<file path="src/rtl/conv_pkg.sv">
// -----------------------------------------------------------------------------
// conv_pkg
// Shared definitions for the convolution datapath: default window/pixel
// constants, counter-width helper and the window element index used by the
// window generator, the calculator and the weight loader.
//
// Contents:
//   CONV_WIN_IDX(r, c, k) - window element index r*k + c (r = row, c = column)
//   KERNEL_DEF, N_DEF, IMG_W_DEF, IMG_H_DEF - default parameter values
//   cnt_width(depth)     - width of a counter that counts 0..depth-1
//   win_idx(r, c, k)     - function form of CONV_WIN_IDX
// -----------------------------------------------------------------------------
`ifndef CONV_WIN_IDX
`define CONV_WIN_IDX(r, c, k) ((r) * (k) + (c))
`endif

package conv_pkg;

  localparam int KERNEL_DEF = 3;
  localparam int N_DEF      = 4;
  localparam int IMG_W_DEF  = 8;
  localparam int IMG_H_DEF  = 8;

  // A depth of 1 still needs a 1-bit counter so the port/array ranges stay legal.
  function automatic int cnt_width(input int depth);
    return (depth > 1) ? $clog2(depth) : 1;
  endfunction

  function automatic int win_idx(input int r, input int c, input int k);
    return `CONV_WIN_IDX(r, c, k);
  endfunction

endpackage

</file>
<file path="src/rtl/conv_window_gen_if.sv">
// -----------------------------------------------------------------------------
// conv_window_gen_if
// Pixel-stream in / window-stream out bundle of the sliding-window generator.
//
// Parameters: KERNEL (window side), N (pixel width)
// Signals:
//   pix_in     N               input pixel
//   en_in      1               pix_in valid this cycle
//   sof        1               start of frame, qualified by en_in
//   data2conv  KERNEL*KERNEL*N packed window, element i at [i*N +: N]
//   en_out     1               one-cycle strobe, data2conv valid
//   eof_out    1               last window of a frame (CONV_WIN_EOF_EN only)
// Modports: master = pixel source / window consumer, slave = window generator.
// -----------------------------------------------------------------------------
interface conv_window_gen_if
  import conv_pkg::*;
#(
  parameter int KERNEL = KERNEL_DEF,
  parameter int N      = N_DEF
);

  logic [N-1:0]               pix_in;
  logic                       en_in;
  logic                       sof;
  logic [KERNEL*KERNEL*N-1:0] data2conv;
  logic                       en_out;
`ifdef CONV_WIN_EOF_EN
  logic                       eof_out;
`endif

  modport master (
    output pix_in, en_in, sof,
    input  data2conv, en_out
`ifdef CONV_WIN_EOF_EN
    , input eof_out
`endif
  );

  modport slave (
    input  pix_in, en_in, sof,
    output data2conv, en_out
`ifdef CONV_WIN_EOF_EN
    , output eof_out
`endif
  );

endinterface

</file>
<file path="src/rtl/conv_line_buf.sv">
// -----------------------------------------------------------------------------
// conv_line_buf
// One image line of pixel storage. Write is registered; read is combinational
// at the same address so the previous-line pixel at the current column is
// available in the cycle the new pixel overwrites it.
//
// Parameters: N (pixel width), IMG_W (pixels per line), AW (address width)
// Ports:
//   clk      in   clock
//   we_i     in   write enable (accepted pixel)
//   addr_i   in   column address
//   wdata_i  in   pixel to store
//   rdata_o  out  pixel currently stored at addr_i
// -----------------------------------------------------------------------------
module conv_line_buf
  import conv_pkg::*;
#(
  parameter int N     = N_DEF,
  parameter int IMG_W = IMG_W_DEF,
  parameter int AW    = cnt_width(IMG_W)
) (
  input  logic          clk,
  input  logic          we_i,
  input  logic [AW-1:0] addr_i,
  input  logic [N-1:0]  wdata_i,
  output logic [N-1:0]  rdata_o
);

  // Contents are never reset: stale data is masked by the row gating upstream.
  logic [N-1:0] mem_q [IMG_W];

  always_ff @(posedge clk) begin
    if (we_i) begin
      mem_q[addr_i] <= wdata_i;
    end
  end

  assign rdata_o = mem_q[addr_i];

endmodule

</file>
<file path="src/rtl/conv_window_gen.sv">
// -----------------------------------------------------------------------------
// conv_window_gen
// Sliding-window generator: turns a row-major pixel stream into packed
// KERNEL x KERNEL windows, one per valid window position, each flagged by a
// one-cycle en_out strobe the cycle after the completing pixel.
//
// Parameters: KERNEL (1/3/5/7), N (pixel bits), IMG_W, IMG_H (>= KERNEL)
// Ports:
//   clk   in   clock, rising edge
//   rst   in   asynchronous active-low reset
//   bus   slave modport of conv_window_gen_if (pix_in, en_in, sof in;
//         data2conv, en_out[, eof_out] out)
// Optional feature: define CONV_WIN_EOF_EN to add eof_out, which flags the
// window completed by pixel (IMG_H-1, IMG_W-1).
// -----------------------------------------------------------------------------
module conv_window_gen
  import conv_pkg::*;
#(
  parameter int KERNEL = KERNEL_DEF,
  parameter int N      = N_DEF,
  parameter int IMG_W  = IMG_W_DEF,
  parameter int IMG_H  = IMG_H_DEF
) (
  input logic             clk,
  input logic             rst,
  conv_window_gen_if.slave bus
);

  localparam int CW  = cnt_width(IMG_W);
  localparam int RW  = cnt_width(IMG_H);
  localparam int WW  = KERNEL * KERNEL * N;
  localparam int NLB = (KERNEL > 1) ? KERNEL - 1 : 1;
  localparam logic [CW-1:0] COL_LAST = CW'(IMG_W - 1);
  localparam logic [RW-1:0] ROW_LAST = RW'(IMG_H - 1);

  logic [CW-1:0] col_q, col_d, cur_col;
  logic [RW-1:0] row_q, row_d, cur_row;
  logic [N-1:0]  win_q [KERNEL][KERNEL];
  logic [N-1:0]  win_d [KERNEL][KERNEL];
  logic [N-1:0]  colv  [KERNEL];
  logic [N-1:0]  lb_rd [NLB];
  logic [WW-1:0] data_q, data_d;
  logic          en_out_q, en_out_d;
  logic          accept;
  logic          win_valid;

  assign accept = bus.en_in;

  // sof relocates the accepted pixel to (0,0); counters continue from there.
  assign cur_col = (bus.en_in && bus.sof) ? '0 : col_q;
  assign cur_row = (bus.en_in && bus.sof) ? '0 : row_q;

  // Line buffers form a vertical shift chain at the current column:
  // lb[0] holds the previous line, lb[KERNEL-2] the oldest one.
  generate
    if (KERNEL > 1) begin : g_lb
      for (genvar gi = 0; gi < KERNEL - 1; gi++) begin : g_line
        logic [N-1:0] wdata;
        if (gi == 0) begin : g_first
          assign wdata = bus.pix_in;
        end else begin : g_chain
          assign wdata = lb_rd[gi-1];
        end
        conv_line_buf #(
          .N     (N),
          .IMG_W (IMG_W),
          .AW    (CW)
        ) u_line_buf (
          .clk     (clk),
          .we_i    (accept),
          .addr_i  (cur_col),
          .wdata_i (wdata),
          .rdata_o (lb_rd[gi])
        );
        // Oldest line goes to the top of the column (r = 0).
        assign colv[KERNEL-2-gi] = lb_rd[gi];
      end
      assign win_valid = (cur_row >= RW'(KERNEL - 1)) && (cur_col >= CW'(KERNEL - 1));
    end else begin : g_no_lb
      assign lb_rd[0]  = '0;
      assign win_valid = 1'b1;
    end
  endgenerate

  assign colv[KERNEL-1] = bus.pix_in;

  always_comb begin
    col_d    = col_q;
    row_d    = row_q;
    win_d    = win_q;
    data_d   = data_q;
    en_out_d = 1'b0;
    if (accept) begin
      if (cur_col == COL_LAST) begin
        col_d = '0;
        row_d = (cur_row == ROW_LAST) ? '0 : cur_row + 1'b1;
      end else begin
        col_d = cur_col + 1'b1;
        row_d = cur_row;
      end
      // Columns age toward c = 0; the fresh column enters on the right.
      for (int r = 0; r < KERNEL; r++) begin
        for (int c = 0; c < KERNEL - 1; c++) begin
          win_d[r][c] = win_q[r][c+1];
        end
        win_d[r][KERNEL-1] = colv[r];
      end
      // Output register only loads on a real window so it holds between strobes.
      if (win_valid) begin
        en_out_d = 1'b1;
        for (int r = 0; r < KERNEL; r++) begin
          for (int c = 0; c < KERNEL; c++) begin
            data_d[`CONV_WIN_IDX(r, c, KERNEL)*N +: N] = win_d[r][c];
          end
        end
      end
    end
  end

  always_ff @(posedge clk or negedge rst) begin
    if (!rst) begin
      col_q    <= '0;
      row_q    <= '0;
      data_q   <= '0;
      en_out_q <= 1'b0;
      for (int r = 0; r < KERNEL; r++) begin
        for (int c = 0; c < KERNEL; c++) begin
          win_q[r][c] <= '0;
        end
      end
    end else begin
      col_q    <= col_d;
      row_q    <= row_d;
      data_q   <= data_d;
      en_out_q <= en_out_d;
      for (int r = 0; r < KERNEL; r++) begin
        for (int c = 0; c < KERNEL; c++) begin
          win_q[r][c] <= win_d[r][c];
        end
      end
    end
  end

  assign bus.data2conv = data_q;
  assign bus.en_out    = en_out_q;

`ifdef CONV_WIN_EOF_EN
  logic eof_q, eof_d;

  assign eof_d = accept && win_valid && (cur_row == ROW_LAST) && (cur_col == COL_LAST);

  always_ff @(posedge clk or negedge rst) begin
    if (!rst) begin
      eof_q <= 1'b0;
    end else begin
      eof_q <= eof_d;
    end
  end

  assign bus.eof_out = eof_q;
`endif

endmodule

</file>
<file path="src/flat_wrapper.sv">
// flat-port wrapper written by rule: the top's interface ports become plain ports
module conv_window_gen_flat import conv_pkg::*;
#(
  parameter int KERNEL = KERNEL_DEF,
  parameter int N      = N_DEF,
  parameter int IMG_W  = IMG_W_DEF,
  parameter int IMG_H  = IMG_H_DEF
)
  (clk, rst, bus_pix_in, bus_en_in, bus_sof, bus_data2conv, bus_en_out);
  conv_window_gen_if #(.KERNEL(KERNEL), .N(N)) bus_i ();
  input logic clk;
  input logic rst;
  input wire logic [$bits(bus_i.pix_in)-1:0] bus_pix_in;
  input wire logic [$bits(bus_i.en_in)-1:0] bus_en_in;
  input wire logic [$bits(bus_i.sof)-1:0] bus_sof;
  output wire logic [$bits(bus_i.data2conv)-1:0] bus_data2conv;
  output wire logic [$bits(bus_i.en_out)-1:0] bus_en_out;
  assign bus_i.pix_in = bus_pix_in;
  assign bus_i.en_in = bus_en_in;
  assign bus_i.sof = bus_sof;
  assign bus_data2conv = bus_i.data2conv;
  assign bus_en_out = bus_i.en_out;
  conv_window_gen #(.KERNEL(KERNEL), .N(N), .IMG_W(IMG_W), .IMG_H(IMG_H)) u_core (.clk(clk), .rst(rst), .bus(bus_i));
endmodule
</file>
<file path="config.mk">
export PLATFORM = sky130hd
export DESIGN_NAME = conv_window_gen_flat
export DESIGN_NICKNAME = d
export VERILOG_FILES = /design/src/rtl/conv_pkg.sv /design/src/rtl/conv_window_gen_if.sv /design/src/rtl/conv_line_buf.sv /design/src/rtl/conv_window_gen.sv /design/src/flat_wrapper.sv
export SDC_FILE = /design/constraint.sdc
export NUM_CORES = 1
export LEC_CHECK = 0
export CAP_MARGIN = 5
export CORE_ASPECT_RATIO = 0.5
export CORE_MARGIN = 1
export CORE_UTILIZATION = 24
export CTS_BUF_LIST = sky130_fd_sc_hd__clkbuf_16
export DETAILED_ROUTE_END_ITERATION = 10
export PLACE_DENSITY = 0.49
export SYNTH_ARGS = -nofsm -noshare
export SYNTH_HDL_FRONTEND = slang
export SYNTH_SLANG_ARGS = --single-unit
</file>
<file path="constraint.sdc">
create_clock -name clk -period 2.3 [get_ports clk]
set_clock_uncertainty 0.15 [all_clocks]
set_input_delay 0.46 -clock clk [delete_from_list [all_inputs] [get_ports clk]]
set_output_delay 0.46 -clock clk [all_outputs]
set_load 0.03 [all_outputs]
</file>
# [After elaboration in Yosys (flattened, before gate mapping)]
# Memory sizes are Yosys's and may differ from the RTL's.
# Index checks and enable logic that the tools add are counted.
[totals] ramBits=64 register_bits=67 inputBits=8 word_cells=30 n_memories=2 out_inout_bits=37
[op_classes] n_reduce_logical=3 n_mux=9 eq_ne=2 n_lt_le_gt_ge=2 addsub=2
[mem_list] memory="u_core.g_lb.g_line[0].u_line_buf.mem_q" depth=8 word_bits=4 rd=1 rd_clocked_by_memory_dff=0 write_ports=1 line_no="conv_line_buf.sv:30" rtl="logic [N-1:0] mem_q [IMG_W];"
[mem_list] memory="u_core.g_lb.g_line[1].u_line_buf.mem_q" depth=8 word_bits=4 rd=1 rd_clocked_by_memory_dff=0 write_ports=1 line_no="conv_line_buf.sv:30"
[ops] cell="3-bit 2-to-1 mux" count=5
[ops] cell="3-bit by 1-bit adder with 3-bit output (second input constant)" count=2
[ops] cell="3-bit == test (second input constant)" count=2
[ops] cell="3-bit by 2-bit >= comparator with 1-bit output (second input constant)" count=2
[ops] cell="1-bit 2-to-1 mux" count=4
[ops] cell="1-bit logical AND" count=2
[ops] cell="2-bit AND reduction" count=1

# [Logic depth before layout (Yosys ltp)]
[logic_depth] depth_word=6 mapped_depth=9 mapped_depth_nobuf=7

# [By module]
# From an unflattened synthesis, not the netlist that was laid out.
[hier_totals] cells_unflattened=316 area_unflattened_um2=5281.3
[by_module_without_submodules] module="conv_window_gen" seq_area_each_um2=1676.6 n_inst=1 cells_per_inst=166 area_each_um2=2658.8
[by_module_without_submodules] module="conv_line_buf" seq_area_each_um2=960.9 n_inst=2 cells_per_inst=75 area_each_um2=1311.3

# [Least setup slack after synthesis]
# OpenSTA, ideal clock, no wires.
[synth_timing] path_kind="input -> register" start="in bus_en_in" end="mem u_core.g_lb.g_line[0].u_line_buf.mem_q[2][0] (netlist name) (enable)" path_stages=5 arrival_time_ns=1.951 n_path_buf=3 path_slack_ns=-0.195 t_required_ns=1.755 path_cell_list="buf_2 buf_2 buf_2 inv_1 nor4_1"
[synth_via] elab_chain_cells=2
[synth_lines] item="start, declared" line_no="flat_wrapper.sv:14" rtl="input wire logic [$bits(bus_i.en_in)-1:0] bus_en_in;"
[synth_lines] item="1-bit 2-to-1 mux / 1-bit logical AND (equally long branches)" line_no="conv_line_buf.sv:33, conv_window_gen.sv:50"
[synth_lines] item="1-bit 2-to-1 mux (implied by the code) / 3-bit 2-to-1 mux (equally long branches)" line_no="conv_line_buf.sv:34, conv_window_gen.sv:50"
[synth_lines] item="end, declared" line_no="conv_line_buf.sv:30"
# Parallel ways exist; a longest one is shown, timed or not.

# [Worst setup path in the final report]
[layout_timing] start="reg u_core.data_q[19] (netlist: u_core.bus.data2conv[19])" end="out bus_data2conv[19]"
[layout_lines] item="start, declared" line_no="conv_window_gen.sv:42" rtl="logic [WW-1:0] data_q, data_d;"
[layout_lines] item="start signal, assigned" line_no="conv_window_gen.sv:134" rtl="data_q <= data_d;"
[layout_lines] item="end, declared" line_no="flat_wrapper.sv:16" rtl="output wire logic [$bits(bus_i.data2conv)-1:0] bus_data2conv;"
# No word-level cell between the ends.

==> flow_summary_export.csv <==
group,metric,value,unit
job,max_cap_violations,0,
timing,hold_violations,0,
layout,fin_nets,459,
critical_path,critPathBufInv,1,
placement,port_buffers,44,
grt,antenna_found_initial,0,
floorplanning,die_area,23160,um^2
yosys,syn-cell-area,5405,um^2
critical_path,critical_path.cell_chain,"clkdlybuf4s50_1",
drt,drc,0,
clock_tree,clkTransAtPathRegs,0.05,ns
drt,vias,3195,
timing,fin_ws,0.2112,ns
yosys,async_flop_share,0.5115,
drt,drt-initial-drc-count,163,
clock_tree,cts_buffer_depth,2,
critical_path,slowest_delay,0.70,ns
timing,fin_setup_tns,0,ns
layout,final_common_cell,"dfrtp_1",
placement,place_area,6541,um^2
timing,slew_headroom,0.7099,
critical_path,r2r_start,"u_core.col_q[1]",
yosys,synth_edf_count,64,
worst_hold_path,min_path_type,"reg -> reg",
drt,drt-pass1-iter-count,4,
critical_path,worst_path_dominant_cell_family,"buffers and inverters",
pwr,ir_drop,0.4850,mV
floorplanning,core_area,21870,um^2
clock_tree,cts_tree,"built",
floorplanning,boundaryPins,45,
clock_tree,h-tree-depth,4,
critical_path,crit_type,"reg -> out",
worst_hold_path,hold_start,"u_core.win_q[28]",
critical_path,cp-start-kind,"flip-flop",
timing,fin_crit_sh,0.9082,
yosys,synth_flop_cell,"dfrtp_1",
layout,area_growth,31.90,%
drt,routed_wl,11690,um
timing,max_freq,478.7,MHz
floorplanning,num_rows,38,
floorplanning,die_h,108.1,um
placement,dpl.hpwl,8096,um
floorplanning,start_util,0.2471,
grt,grt_pass1_wl,18650,um
yosys,ys_types,48,
layout,final_util,0.3260,
yosys,netlist_instances,351,
clock_tree,cts_inserted_buffers,17,
pwr,pwr_density_cell,953.2,nW/um^2
yosys,ys_ff_latch,131,
grt,grt_pass1_vias,3196,
timing,slew_violations,0,
status,status,"finished clean",
critical_path,crit_required,1.69,ns
grt,grt_max_degree,39,
grt,grt_overflow_total,0,
layout,finalInstanceArea,7129,um^2
timing,finalSetupViolations,0,
clock_tree,clock_sink_count,131,
timing,tightest_slew,0.4306,ns
yosys,ys_warn_count,0,
drt,routedWlPerCell,15.36,um
clock_tree,clkLatencyLatePin,0.42,ns
critical_path,cp_max_fo,2,
floorplanning,die_width,214.2,um
grt,grt_usage,0.1057,
timing,rsz0062_at_grt,"no",
timing,min_period,2.089,ns
layout,drive_above_1_share,0.3210,
yosys,synth_nets,362,
critical_path,cp.arrival,1.48,ns
yosys,ys_seq_area_frac,0.6657,
placement,finalWeightedCongestion,0.7046,
clock_tree,cts_root_buf,"clkbuf_16",
critical_path,end_kind,"output port",
yosys,synth_area_per_cell,15.40,um^2
layout,layout_common_cells,"dfrtp_1 (65), edfxtp_1 (64), buf_4 (55)",
critical_path,startpoint,"u_core.bus.data2conv[19]",
placement,dp_slack,-0.4754,ns
pwr,p_leak,0.002841,uW
clock_tree,postCtsSetupBuffers,0,
layout,diodes,0,
drt,vias_per_cell,4.198,
drt,detail-route-antenna-nets,0,
pwr,power,6796,uW
critical_path,crit_slowest_cell,"clkdlybuf4s50_1",
where the power goes:
group | internal [uW] | switching (uW) | leakage (uW) | total, uW
clock network | 1540 | 999 | 0.000274 | 2540
logic | 596 | 709 | 0.00112 | 1310
registers | 2790 | 161 | 0.00145 | 2960
kinds of logic (layout without fill, tap and decap cells):
logic type	after synthesis	count (layout)	share of synthesized area
XOR/XNOR	1	1	0.001621
flip-flops	131	131	0.6657
adder cells (fa/ha/maj)	3	3	0.006945
AND/OR/NAND/NOR	70	70	0.06413
multiplexers	62	62	0.1606
AO/OA/AOI/OAI	58	58	0.07268
buffers and inverters	26	136	0.02824
sequential cells by signal, indices dropped and copies added (netlist names):
name                                 cells
u_core.g_lb.g_line.u_line_buf.mem_q     64
u_core.bus.data2conv                    36
u_core.win_q                            24
u_core.col_q                             3
u_core.row_q                             3
u_core.bus.en_out                        1
per-stage QoR:
stage	hold WS (ns)	instances
5_1_grt	0.3606	761
4_1_cts	0.3541	761
3_5_place_dp	0.2761	728
6_report	0.3503	761
2_1_floorplan	0.01441	351
3_3_place_gp	0.2742	728
cells in the mapped netlist (all sizes together), types with 3 or more instances:
cell,n,area [um^2]
dfrtp,67,1677
edfxtp,64,1922
mux2,47,615.6
nor2,32,120.1
buf,18,122.6
a21oi,15,75.07
nand2,13,48.80
a21boi,11,82.58
mux2i,8,80.08
mux4,7,172.7
clkbuf,6,22.52
nand3b,5,37.54
a211oi,4,30.03
o211ai,4,30.03
o21ai,4,20.01
o22ai,4,25.02
or4b,4,40.04
a22oi,3,22.52
a31oi,3,18.77
ha,3,37.54
nor2b,3,18.77
timing repair:
action,CTS,global route
hold buffers,1,0
endpoints found under the hold margin,29,0
setup endpoints to repair,24,50
resized for setup,1,6
routing by layer:
metal / GRT usage / vias up / wire (um)
met5: 0 / - / 0
met4: 0.05051 / 0 / 150
met3: 0.01660 / 15 / 377
met2: 0.1572 / 48 / 5155
met1: 0.1507 / 1623 / 6007
li1: - / 1509 / -
final timing paths:
| check | slack (ns) | endpoint | cells after the start |
|---|---|---|---|
| setup / recovery | 0.21 | bus_data2conv[19] | 1 |
| hold / removal | 0.35 | u_core.bus.data2conv[0] | 1 |
| setup reg to reg | 0.27 | u_core.win_q[26] | 4 |
| hold reg to reg | 0.35 | u_core.bus.data2conv[0] | 1 |
| max in group asynchronous | 1.08 | u_core.win_q[13] | 3 |
| min in group asynchronous | 0.36 | u_core.col_q[1] | 2 |
layout make-up:
type                            instances  area [um^2]
Clock buffer                           18        450.4
Tap cell                              300        375.4
Clock inverter                         14        111.4
Multi-Input combinational cell        194         1673
Fill cell                            2164        14740
Inverter                                2        7.507
Timing Repair Buffer                  102        910.9
Sequential cell                       131         3601
Power figures use the tool's default switching activity.
